## config.mk

```make
export PLATFORM = sky130hd
export DESIGN_NAME = dm_arbiter
export DESIGN_NICKNAME = d
export VERILOG_FILES = /design/src/rtl/dm_arbiter.sv
export SDC_FILE = /design/constraint.sdc
export NUM_CORES = 1
export LEC_CHECK = 0
export ABC_AREA = 1
export BUFFER_PORTS_ARGS = -buffer_cell sky130_fd_sc_hd__buf_2
export CAP_MARGIN = 5
export CORE_AREA = 2 2 99 139
export DETAILED_ROUTE_END_ITERATION = 7
export DIE_AREA = 0 0 101 141
export GPL_ROUTABILITY_DRIVEN = 0
export GPL_TIMING_DRIVEN = 0
export HOLD_SLACK_MARGIN = 0.1
export PLACE_DENSITY = 0.89
export REMOVE_ABC_BUFFERS = 1
export SLEW_MARGIN = 20
export SYNTH_ARGS = -nofsm -noshare
export SYNTH_HDL_FRONTEND = slang
export SYNTH_SLANG_ARGS = --single-unit
```

## constraint.sdc

```tcl
create_clock -name clk -period 1.8 [get_ports clk]
set_input_delay 0.09 -clock clk [delete_from_list [all_inputs] [get_ports clk]]
set_output_delay 0.09 -clock clk [all_outputs]
set_load 0.01 [all_outputs]
```

## src/rtl/dm_arbiter.sv

```systemverilog
// Two-port arbiter for the single-port data-memory block RAM: round-robin grant,
// byte-lane write enables, lane-replicated store data and formatted load results.
module dm_arbiter #(
  parameter int AW         = 15,
  parameter bit RESET_LAST = 1'b1
) (
  input  logic          clk,
  input  logic          reset,
  input  logic          m0_req,
  input  logic          m0_we,
  input  logic [1:0]    m0_size,
  input  logic          m0_sext,
  input  logic [AW-1:0] m0_addr,
  input  logic [31:0]   m0_wdata,
  output logic          m0_ready,
  output logic [31:0]   m0_rdata,
  output logic          m0_err,
  input  logic          m1_req,
  input  logic          m1_we,
  input  logic [1:0]    m1_size,
  input  logic          m1_sext,
  input  logic [AW-1:0] m1_addr,
  input  logic [31:0]   m1_wdata,
  output logic          m1_ready,
  output logic [31:0]   m1_rdata,
  output logic          m1_err,
  output logic [3:0]    ram_wea,
  output logic [AW-3:0] ram_addr,
  output logic [31:0]   ram_din,
  input  logic [31:0]   ram_dout,
  output logic          busy,
  output logic          gnt_id
);

  typedef enum logic [1:0] {IDLE, ACCESS, WAIT, RESP} state_t;

  state_t        state_q, state_d;
  logic          last_q, last_d;
  logic          gnt_q, gnt_d;
  logic          we_q, we_d;
  logic [1:0]    size_q, size_d;
  logic          sext_q, sext_d;
  logic [AW-1:0] addr_q, addr_d;
  logic [31:0]   wdata_q, wdata_d;
  logic [31:0]   m0_rdata_q, m0_rdata_d, m1_rdata_q, m1_rdata_d;
  logic          m0_err_q, m0_err_d, m1_err_q, m1_err_d;

  logic          pick;
  logic          err_c;
  logic [7:0]    lane_b;
  logic [15:0]   lane_h;
  logic [31:0]   load_fmt;
  logic [3:0]    be;

  // On a tie the port that was not served last wins.
  assign pick  = (m0_req && m1_req) ? ~last_q : m1_req;

  assign err_c = (size_q == 2'd3) ||
                 (size_q == 2'd1 && addr_q[0]) ||
                 (size_q == 2'd2 && addr_q[1:0] != 2'b00);

  always_comb begin
    lane_b = ram_dout[7:0];
    case (addr_q[1:0])
      2'd1:    lane_b = ram_dout[15:8];
      2'd2:    lane_b = ram_dout[23:16];
      2'd3:    lane_b = ram_dout[31:24];
      default: lane_b = ram_dout[7:0];
    endcase
    lane_h = addr_q[1] ? ram_dout[31:16] : ram_dout[15:0];
    case (size_q)
      2'd0:    load_fmt = {{24{sext_q & lane_b[7]}}, lane_b};
      2'd1:    load_fmt = {{16{sext_q & lane_h[15]}}, lane_h};
      default: load_fmt = ram_dout;
    endcase
  end

  always_comb begin
    case (size_q)
      2'd0:    be = 4'b0001 << addr_q[1:0];
      2'd1:    be = addr_q[1] ? 4'b1100 : 4'b0011;
      2'd2:    be = 4'b1111;
      default: be = 4'b0000;
    endcase
    case (size_q)
      2'd0:    ram_din = {4{wdata_q[7:0]}};
      2'd1:    ram_din = {2{wdata_q[15:0]}};
      default: ram_din = wdata_q;
    endcase
  end

  always_comb begin
    state_d    = state_q;
    last_d     = last_q;
    gnt_d      = gnt_q;
    we_d       = we_q;
    size_d     = size_q;
    sext_d     = sext_q;
    addr_d     = addr_q;
    wdata_d    = wdata_q;
    m0_rdata_d = m0_rdata_q;
    m1_rdata_d = m1_rdata_q;
    m0_err_d   = m0_err_q;
    m1_err_d   = m1_err_q;
    case (state_q)
      IDLE: begin
        if (m0_req || m1_req) begin
          gnt_d   = pick;
          last_d  = pick;
          we_d    = pick ? m1_we    : m0_we;
          size_d  = pick ? m1_size  : m0_size;
          sext_d  = pick ? m1_sext  : m0_sext;
          addr_d  = pick ? m1_addr  : m0_addr;
          wdata_d = pick ? m1_wdata : m0_wdata;
          state_d = ACCESS;
        end
      end
      ACCESS: begin
        if (gnt_q) m1_err_d = err_c;
        else       m0_err_d = err_c;
        if (err_c) begin
          if (gnt_q) m1_rdata_d = '0;
          else       m0_rdata_d = '0;
          state_d = RESP;
        end else begin
          state_d = we_q ? RESP : WAIT;
        end
      end
      WAIT: begin
        if (gnt_q) m1_rdata_d = load_fmt;
        else       m0_rdata_d = load_fmt;
        state_d = RESP;
      end
      RESP:    state_d = IDLE;
      default: state_d = IDLE;
    endcase
  end

  always_ff @(posedge clk or negedge reset) begin
    if (!reset) begin
      state_q    <= IDLE;
      last_q     <= RESET_LAST;
      gnt_q      <= 1'b0;
      we_q       <= 1'b0;
      size_q     <= '0;
      sext_q     <= 1'b0;
      addr_q     <= '0;
      wdata_q    <= '0;
      m0_rdata_q <= '0;
      m1_rdata_q <= '0;
      m0_err_q   <= 1'b0;
      m1_err_q   <= 1'b0;
    end else begin
      state_q    <= state_d;
      last_q     <= last_d;
      gnt_q      <= gnt_d;
      we_q       <= we_d;
      size_q     <= size_d;
      sext_q     <= sext_d;
      addr_q     <= addr_d;
      wdata_q    <= wdata_d;
      m0_rdata_q <= m0_rdata_d;
      m1_rdata_q <= m1_rdata_d;
      m0_err_q   <= m0_err_d;
      m1_err_q   <= m1_err_d;
    end
  end

  // RAM-side outputs decode from the state flop so reset clears them asynchronously.
  assign ram_wea  = (state_q == ACCESS && we_q && !err_c) ? be : '0;
  assign ram_addr = addr_q[AW-1:2];
  assign busy     = (state_q != IDLE);
  assign gnt_id   = gnt_q;
  assign m0_ready = (state_q == RESP) && !gnt_q;
  assign m1_ready = (state_q == RESP) && gnt_q;
  assign m0_rdata = m0_rdata_q;
  assign m1_rdata = m1_rdata_q;
  assign m0_err   = m0_err_q;
  assign m1_err   = m1_err_q;

endmodule

```

## Word-level counts from Yosys, hierarchy flattened

Index checks and enable logic that the tools add are counted.

| storage, ports and cells | value |
|---|---|
| flip-flop bits (word level) | 121 |
| bits in latches | 0 |
| bits in writable memories | 0 |
| ROM bits | 0 |
| input bits | 138 |
| output and inout bits | 119 |
| memories | 0 |

| operators by class | value |
|---|---|
| add/sub/neg operators | 0 |
| $mul | 0 |
| divide/modulo/power cells | 0 |
| magnitude comparators | 0 |
| equality and inequality tests | 15 |
| shifts and indexed selects | 1 |
| mux-type cells | 25 |
| bitwise logic cells | 4 |
| reduce and logical (&&, ||, !) cells | 22 |

Operators by type and width:

| kind | count |
|---|---|
| 32-bit case mux with 2 select lines | 4 |
| 32-bit two-way mux | 7 |
| 8-bit case mux with 3 select lines | 1 |
| 16-bit two-way mux | 1 |
| 15-bit two-way mux | 1 |
| 2-bit equality test, second input constant | 6 |
| 2-bit inequality test, second input constant | 6 |
| 4-bit case mux with 3 select lines | 1 |
| 4-bit two-way mux | 2 |
| 2-bit case mux with 4 select lines | 1 |
| 4-bit AND reduction | 2 |
| 1-bit logical AND | 7 |
| 2-bit by 1-bit equality test with 1-bit output, second input constant | 3 |
| 2-bit AND reduction | 3 |
| 2-bit nonzero test | 3 |
| 1-bit two-way mux | 5 |
| 2-bit zero test | 2 |
| 2-bit two-way mux | 2 |
| 1-bit by 2-bit << shifter with 4-bit output, first input constant | 1 |
| 1-bit logical OR | 3 |
| 1-bit bitwise AND | 2 |
| 1-bit zero test | 2 |
| 1-bit NOT | 2 |

## Logic depth before layout (Yosys ltp)

Gate-level depths: netlist of the first run.

| depth | value |
|---|---|
| depth in word-level cells | 7 |
| gate-level depth with buffers | 10 |

## Worst setup path before layout of the first run

Ideal clock, no wire load.

| timing path | value |
|---|---|
| kind | flip-flop to flip-flop |
| from | reg state_q[0] |
| to | reg addr_q[2] |
| setup time | 82 ps |
| data arrival time | 1,548 ps |
| data required time | 1,718 ps |
| path slack | 170 ps |
| stages on the path, launching flop included | 9 |
| path buffers | 2 |
| cell sequence | dfrtp_1 > inv_1 > ha_1 > inv_1 > a21oi_1 > buf_2 > buf_2 > nor2_1 > a31oi_1 |

| between the ends | value |
|---|---|
| word-level cells in the longest chain between the ends | 2 |

RTL lines:

| what | RTL line | text |
|---|---|---|
| from (decl) | 37 | `state_t state_q, state_d;` |
| from (signal assigned) | 154 | `state_q <= state_d;` |
| 2-bit zero test | 105 | `case (state_q)` |
| 2-bit AND reduction (no line) | - |  |
| to (signal assigned) | 160 | `addr_q <= addr_d;` |
| to (decl) | 43 | `logic [AW-1:0] addr_q, addr_d;` |

No other way between the ends.
A chain may end at the register's enable or synchronous reset.

## Worst setup path after layout of the first run

| timing path | value |
|---|---|
| from | reg size_q[1] |
| to | out ram_wea[3] |

| between the ends | value |
|---|---|
| word-level cells in the longest chain between the ends | 7 |
| elaborated cells between the ends (all ways) | 12 |
| those cells by class | eq/ne: 3; mux: 2; reduce/logical: 7 |

RTL lines:

| what | RTL line | text |
|---|---|---|
| from (decl) | 41 | `logic [1:0] size_q, size_d;` |
| from (signal assigned) | 158 | `size_q <= size_d;` |
| 2-bit by 1-bit equality test with 1-bit output | 59, 79 |  |
| 1-bit logical AND | 59 | `(size_q == 2'd1 && addr_q[0]) \|\|` |
| 1-bit logical OR | 58 | `assign err_c = (size_q == 2'd3) \|\|` |
| 1-bit logical OR | 59 |  |
| 1-bit zero test | 170 | `assign ram_wea = (state_q == ACCESS && we_q && !err_c) ? be : '0;` |
| 1-bit logical AND | 170 |  |
| 4-bit two-way mux (*) | 170 |  |
| to (decl) | 27 | `output logic [3:0] ram_wea,` |

Every way passes the cells marked *; elsewhere a longest branch is shown, timed or not.

==> results of run 1 <==
==> power groups by stage <==
| stage | Combinational, uW | Clock (uW) | Sequential [uW] |
|---|---|---|---|
| after global routing | 11000 | 3580 | 4940 |
| final | 10300 | 3460 | 4860 |
| after detailed placement | 7270 | 0 | 4760 |
| after global placement | 6310 | 0 | 4530 |
| after CTS | 8700 | 3470 | 4720 |
| after floorplan | 3720 | 0 | 4800 |
==> cell families after synthesis <==
family          count (synthesis)  synth area share (%)
compound gates                158                 14.47
fa+ha+maj                       4                0.8075
buf+inv                       128                 10.31
flops                         121                 48.87
simple gates                  375                 25.53
==> worst min path at each step <==
stage / from / endpoint / slack, ns / cells after the start
floorplan: reset / addr_q[0]$_DFFE_PN0P_ / -0.21 / 0
global placement: m1_addr[3] / addr_q[3]$_DFFE_PN0P_ / 0.34 / 3
detailed placement: reset / m0_rdata[27]$_DFFE_PN0P_ / 0.04 / 1
CTS: ram_dout[27] / m0_rdata[27]$_DFFE_PN0P_ / 0.10 / 5
global route: ram_dout[9] / m0_rdata[9]$_DFFE_PN0P_ / 0.15 / 5
finish: ram_dout[9] / m0_rdata[9]$_DFFE_PN0P_ / 0.12 / 5
==> sequential cells by signal, summed over array words and instances, names as in the netlist <==
| register | flops |
|---|---|
| we_q | 1 |
| wdata_q | 32 |
| last_q | 1 |
| m1_err | 1 |
| m0_err | 1 |
| addr_q | 15 |
| state_q | 2 |
| m1_rdata | 32 |
| size_q | 2 |
| m0_rdata | 32 |
| sext_q | 1 |
| gnt_id | 1 |
==> cell type report <==
cell class,count,area (um2)
antenna,1,2.502
timing repair inverter,1,8.758
inverter,57,266.5
timing repair buffer,419,3089
fill,788,3054
clock buffer,20,456.7
tap,156,195.2
multi-input combinational,544,2885
sequential,121,3039
clock inverter,12,140.1
==> worst reg2reg max path, cell delays in order (launching register included) <==
cell	delay, ns
dfrtp_4	0.57
nor2_4	0.17
buf_4	0.14
inv_2	0.04
a21oi_2	0.17
nand3_4	0.24
nand3_4	0.23
nand4_1	0.15
nand2_1	0.10
==> routing by layer <==
layer  vias to the layer above  wire length, um  GRT usage, %
met5                         -                0             0
met4                         0             1899         22.12
met3                       164             3114         8.676
met2                       727            13900         60.84
met1                      3640             9532         42.77
li1                       3365                -             -
==> synthesized netlist by cell type (2+ instances only) <==
cell,n,area [um2]
buf_6,4,45.04
o21ai_1,8,40.04
dfrtp_1,120,3003
a31oi_1,23,143.9
o21ai_0,82,410.4
buf_2,18,90.09
nor2_2,2,12.51
o221ai_1,8,70.07
inv_2,7,26.28
clkbuf_1,20,75.07
o22ai_1,29,181.4
nand2_2,3,18.77
nor2_1,59,221.5
inv_1,49,183.9
a21oi_1,4,20.02
nand2_1,242,908.4
nand4_1,32,200.2
nand3_1,24,120.1
or2_2,8,50.05
ha_1,4,50.05
buf_4,28,210.2
==> what timing repair did <==
item	4_1_cts	5_1_grt
endpoints found under the hold margin	205	0
cloned	4	7
setup endpoints to repair	127	128
pin swaps	8	7
setup buffers	15	17
gates resized for setup	57	41
hold buffers	121	0
==> per-stage QoR <==
step,util (%),hold slack (ns),TNS [ns],instance area [um2],setup slack [ns]
3_3_place_gp,55.19,0.3424,-458.34,7251,-5.401
5_1_grt,76.75,0.1487,-5.345,10080,-0.1905
3_5_place_dp,56.78,0.04418,-69.44,7460,-1.269
6_report,76.75,0.1185,-1.047,10080,-0.1158
4_1_cts,73.55,0.1008,-1.039,9663,-0.07186
2_1_floorplan,-,-0.2056,-202.80,5774,-3.089
==> reports/metrics.csv, run 1 <==
metric;value;unit
status;finished, violations left;
failing checks;setup timing;
floorplan row count;50;
sequential power share;26.1;%
WP depth;6;
Synth Area per Inst;7.886;um2
CP startpoint kind;flip-flop;
WP buf/inv;1;
worst r2r src;size_q[1]$_DFFE_PN0P_;
P_sw;8619;uW
synth warn;0;
clk root buf;clkbuf_16;
largest net degree at the start of global routing;79;
Design Power;18660;uW
vias;7896;
GR Overflow Total;0;
Post-Syn Instances;786;
area of the core;0.01314;mm2
Pwr per Cell Area;1851;mW/mm2
worst min-delay path category;input pin to flip-flop;
Rel. slew slack;60.95;%
first-pass GRT wire length;40.14;mm
final cell count without fillers;1331;
crit path from;size_q[1]$_DFFE_PN0P_;
highest-count cells in the layout ignoring fill and taps;251 x buf_2, 239 x nand2_1, 121 x dlygate4sd3_1;
Clock power frac;18.5;%
final number of setup-violating endpoints;36;
residual DRC count;0;
Combinational Power Share;55.4;%
CTS H-tree depth;4;
count of flip-flops with a built-in enable after synthesis;0;
port buffer count;256;
CTS clk-pin slew, worst paths;0.06;ns
slew of the pin with the lowest slew margin;0.5851;ns
max incr delay on CP;0.57;ns
mean routed wirelength per cell;21.37;um
DR vias/cell;5.932;
RSZ-0062 raised after global routing;yes;
DP Cell Count;1134;
Pre-antenna DRT Iters;6;
CP Capture Type;output port;
Worst R2R Path Depth;8;
Top Family by Delay on Critical Path;flip-flops;
crit path to;ram_wea[3];
final wirelength;28.45;mm
initial antenna violation count;1;
Final ANT Viol Nets;0;
Seq/Total Area, Yosys;48.87;%
ys async rst share;100.0;%
total track usage;36.76;%
Critical R2R Capture;m0_rdata[29]$_DFFE_PN0P_;
Final WS setup;-0.1158;ns
1st-iter DRT viols;706;
CTS Buf Count;17;
Post-synth top flop;dfrtp_1;
Netlist Area Pre-Place;0.006198;mm2
cells along the critical path;nor2_4 > nor2_2 > nand2_2 > nand3_4 > a211oi_2 > buf_2;
Area growth syn-to-layout;62.68;%
dpl hpwl;14.24;mm
worst path required time;1.71;ns
sw frac;46.18;%
Yosys reg bits;121;
die width;101;um
Int Pwr;10050;uW
WS Path Type;flip-flop to output port;
commonest non-fill, non-tap cell in the layout;buf_2;
full die area;0.01424;mm2
Fmax achieved;522.0;MHz
I/O Pins;257;
Peak VDD IR;0.9313;mV
max-slew violations;0;
reg-to-reg slack, setup;-0.07;ns
Hold Vio Cnt, Final;0;
Clock Path Buffers;2;
Worst Path Max Fanout;8;
nets;1303;
slowest stage cell, crit path;dfrtp_4;
Starting Density;47.18;%
Unique masters post-synth;33;
Die Y;141;um
leakage;0.005127;uW
vias in the first global route;7565;
share of cells above drive strength 1;34.24;%
Worst EP arrival;1.83;ns
final period utilization;106.4;%
CTS tree;done;
maxcap violations;0;
Setup Skew;0.01067;ns
clock sink total;121;
fin crit period;1.916;ns
worst-skew pair later-pin latency;0.41;ns
Power figures use the tool's default switching activity.
==> inputs of run 2 (changes only) <==
--- a/config.mk
+++ b/config.mk
@@ -16,6 +16,7 @@
 export HOLD_SLACK_MARGIN = 0.1
 export PLACE_DENSITY = 0.89
 export REMOVE_ABC_BUFFERS = 1
+export SKIP_LAST_GASP = 1
 export SLEW_MARGIN = 20
 export SYNTH_ARGS = -nofsm -noshare
 export SYNTH_HDL_FRONTEND = slang
==> run 2 against run 1 <==
The flow finishes with violations (DRC, setup timing). Critical endpoint unchanged. Sequential share of layout area grew 0.13 points. Critical path depth did not move. Clock power hardly changed. Highest routed layer is now met5.
==> reports/metrics.csv, run 2 (synthesized netlist as in run 1, its figures left out) <==
metric;value;unit;change
status;finished, violations left;;
failing checks;DRC, setup timing;;
largest net degree at the start of global routing;79;;unchanged
1st-iter DRT viols;716;;+1.4%
CP startpoint kind;flip-flop;;
full die area;0.01424;mm2;unchanged
clock sink total;121;;unchanged
CTS tree;done;;
worst min-delay path category;input pin to flip-flop;;
Die Y;141;um;unchanged
die width;101;um;unchanged
Pre-antenna DRT Iters;8;;+2
CTS H-tree depth;4;;unchanged
Worst Path Max Fanout;7;;-1
DR top layer;met5;;
highest-count cells in the layout ignoring fill and taps;252 x buf_2, 239 x nand2_1, 121 x dlygate4sd3_1;;
maxcap violations;0;;unchanged
Fillers;807;;+2.4%
Worst EP arrival;1.82;ns;about the same
floorplan row count;50;;unchanged
Setup Skew;0.01490;ns;+0.004228 ns
Clock power frac;18.7;%;+0.2 points
residual DRC count;3;;+3
nets;1304;;+0.077%
Int Pwr;9981;uW;-0.64%
Final ANT Viol Nets;0;;unchanged
clk root buf;clkbuf_16;;
Hold Vio Cnt, Final;0;;unchanged
worst path required time;1.71;ns;about the same
total track usage;36.88;%;+0.12 points
final period utilization;106.2;%;-0.21 points
mean routed wirelength per cell;21.16;um;-0.98%
routed length on met1;9.600;mm;+0.71%
met3 WL;3.057;mm;-1.8%
vias;7864;;-0.41%
Starting Density;47.18;%;unchanged
initial antenna violation count;2;;+1
sequential cell area;0.003039;mm2;unchanged
GR Overflow Total;0;;unchanged
Final Util;76.42;%;-0.33 points
RSZ-0062 raised after global routing;yes;;
commonest non-fill, non-tap cell in the layout;buf_2;;
Combinational Power Share;55.1;%;-0.3 points
Area growth syn-to-layout;61.97;%;
Peak VDD IR;1.042;mV;+12%
Clock Path Buffers;2;;unchanged
DR vias/cell;5.904;;-0.48%
setup_tns;-1.039;ns;+0.007740 ns
slew of the pin with the lowest slew margin;0.5754;ns;-0.009733 ns
Rel. slew slack;61.60;%;+0.65 points
Fmax achieved;523.0;MHz;+0.20%
met2 wire len;13.67;mm;-1.6%
final number of setup-violating endpoints;33;;-8.3%
sequential power share;26.2;%;about the same
sw frac;46.25;%;+0.069 points
CTS Buf Count;17;;unchanged
area of the core;0.01314;mm2;unchanged
max-slew violations;0;;unchanged
share of cells above drive strength 1;34.13;%;-0.11 points
P_sw;8587;uW;-0.37%
Pwr per Cell Area;1850;mW/mm2;about the same
vias in the first global route;7539;;-0.34%
design area;0.01004;mm2;-0.43%
first-pass GRT wire length;40.34;mm;+0.50%
port buffer count;256;;unchanged
dpl cell area;0.007460;mm2;unchanged
fin crit period;1.912;ns;-0.003839 ns
WS Path Type;flip-flop to output port;;
worst-skew pair later-pin latency;0.41;ns;about the same
Final WS setup;-0.1120;ns;+0.003839 ns
leakage;0.005116;uW;-0.20%
CTS clk-pin slew, worst paths;0.06;ns;about the same
dpl hpwl;14.24;mm;unchanged
final wirelength;28.19;mm;-0.91%
footprint of the multi-input gates;0.002863;mm2;-0.78%
I/O Pins;257;;unchanged
CP Capture Type;output port;;
[run 2: final timing paths]
| path | start | to | slack [ns] | cells past startpoint |
|---|---|---|---|---|
| max in group asynchronous | reset | addr_q[1]$_DFFE_PN0P_ | 0.87 | 3 |
| setup / recovery | size_q[1]$_DFFE_PN0P_ | ram_wea[3] | -0.11 | 6 |
| hold / removal | ram_dout[9] | m0_rdata[9]$_DFFE_PN0P_ | 0.12 | 5 |
| hold reg to reg | m0_rdata[25]$_DFFE_PN0P_ | m0_rdata[25]$_DFFE_PN0P_ | 0.48 | 2 |
| min in group asynchronous | reset | m0_rdata[27]$_DFFE_PN0P_ | 0.17 | 2 |
| setup reg to reg | state_q[1]$_DFFE_PN0P_ | wdata_q[13]$_DFFE_PN0P_ | -0.07 | 8 |
[run 2: final cells by class]
class / instances / area share [%]
repair inverters: 1 / 0.08724
multi-input cells: 544 / 28.51
clock inverters: 12 / 1.396
clock buffers: 20 / 4.549
repair buffers: 420 / 30.56
well taps: 156 / 1.944
flip-flops and latches: 121 / 30.27
diodes: 1 / 0.02493
inverters: 57 / 2.655
[run 2: worst max-delay path, cell delays in order (launching register included)]
cell	delay [ns]
dfrtp_4	0.57
nor2_4	0.16
nor2_2	0.07
nand2_2	0.09
nand3_4	0.12
a211oi_2	0.20
buf_2	0.19
[run 2: stage by stage]
step                worst slack (ns)  cells  hold WS, ns  power [uW]
floorplan                     -3.089    715      -0.2056        8523
global placement              -5.401   1127       0.3424       10840
detailed placement            -1.269   1134      0.04418       12020
CTS                         -0.07186   1306       0.1008       16870
global route                 -0.2005   1332       0.1476       19370
finish                       -0.1120   1332       0.1208       18570
[run 2: repair_timing]
action / 4_1_cts / 5_1_grt
pin swaps: 8 / 9
hold buffers: 121 / 0
setup buffers: 15 / 18
endpoints found under the setup margin: 127 / 129
hold endpoints to repair: 205 / 0
gates resized for setup: 52 / 40
cloned: 4 / 7
[run 2: layer usage]
layer  up-vias  global-route usage (%)
met5         -                       0
met1      3641                   43.24
met3       165                   9.172
li1       3360                       -
met2       696                   60.74
met4         2                   21.41
[run 2: power by group through the flow]
stage	Clock, uW	Sequential, uW	Combinational [uW]
after floorplan	0	4800	3720
after global placement	0	4530	6310
after detailed placement	0	4760	7270
after CTS	3470	4720	8680
after global routing	3570	4930	10900
final	3470	4860	10200
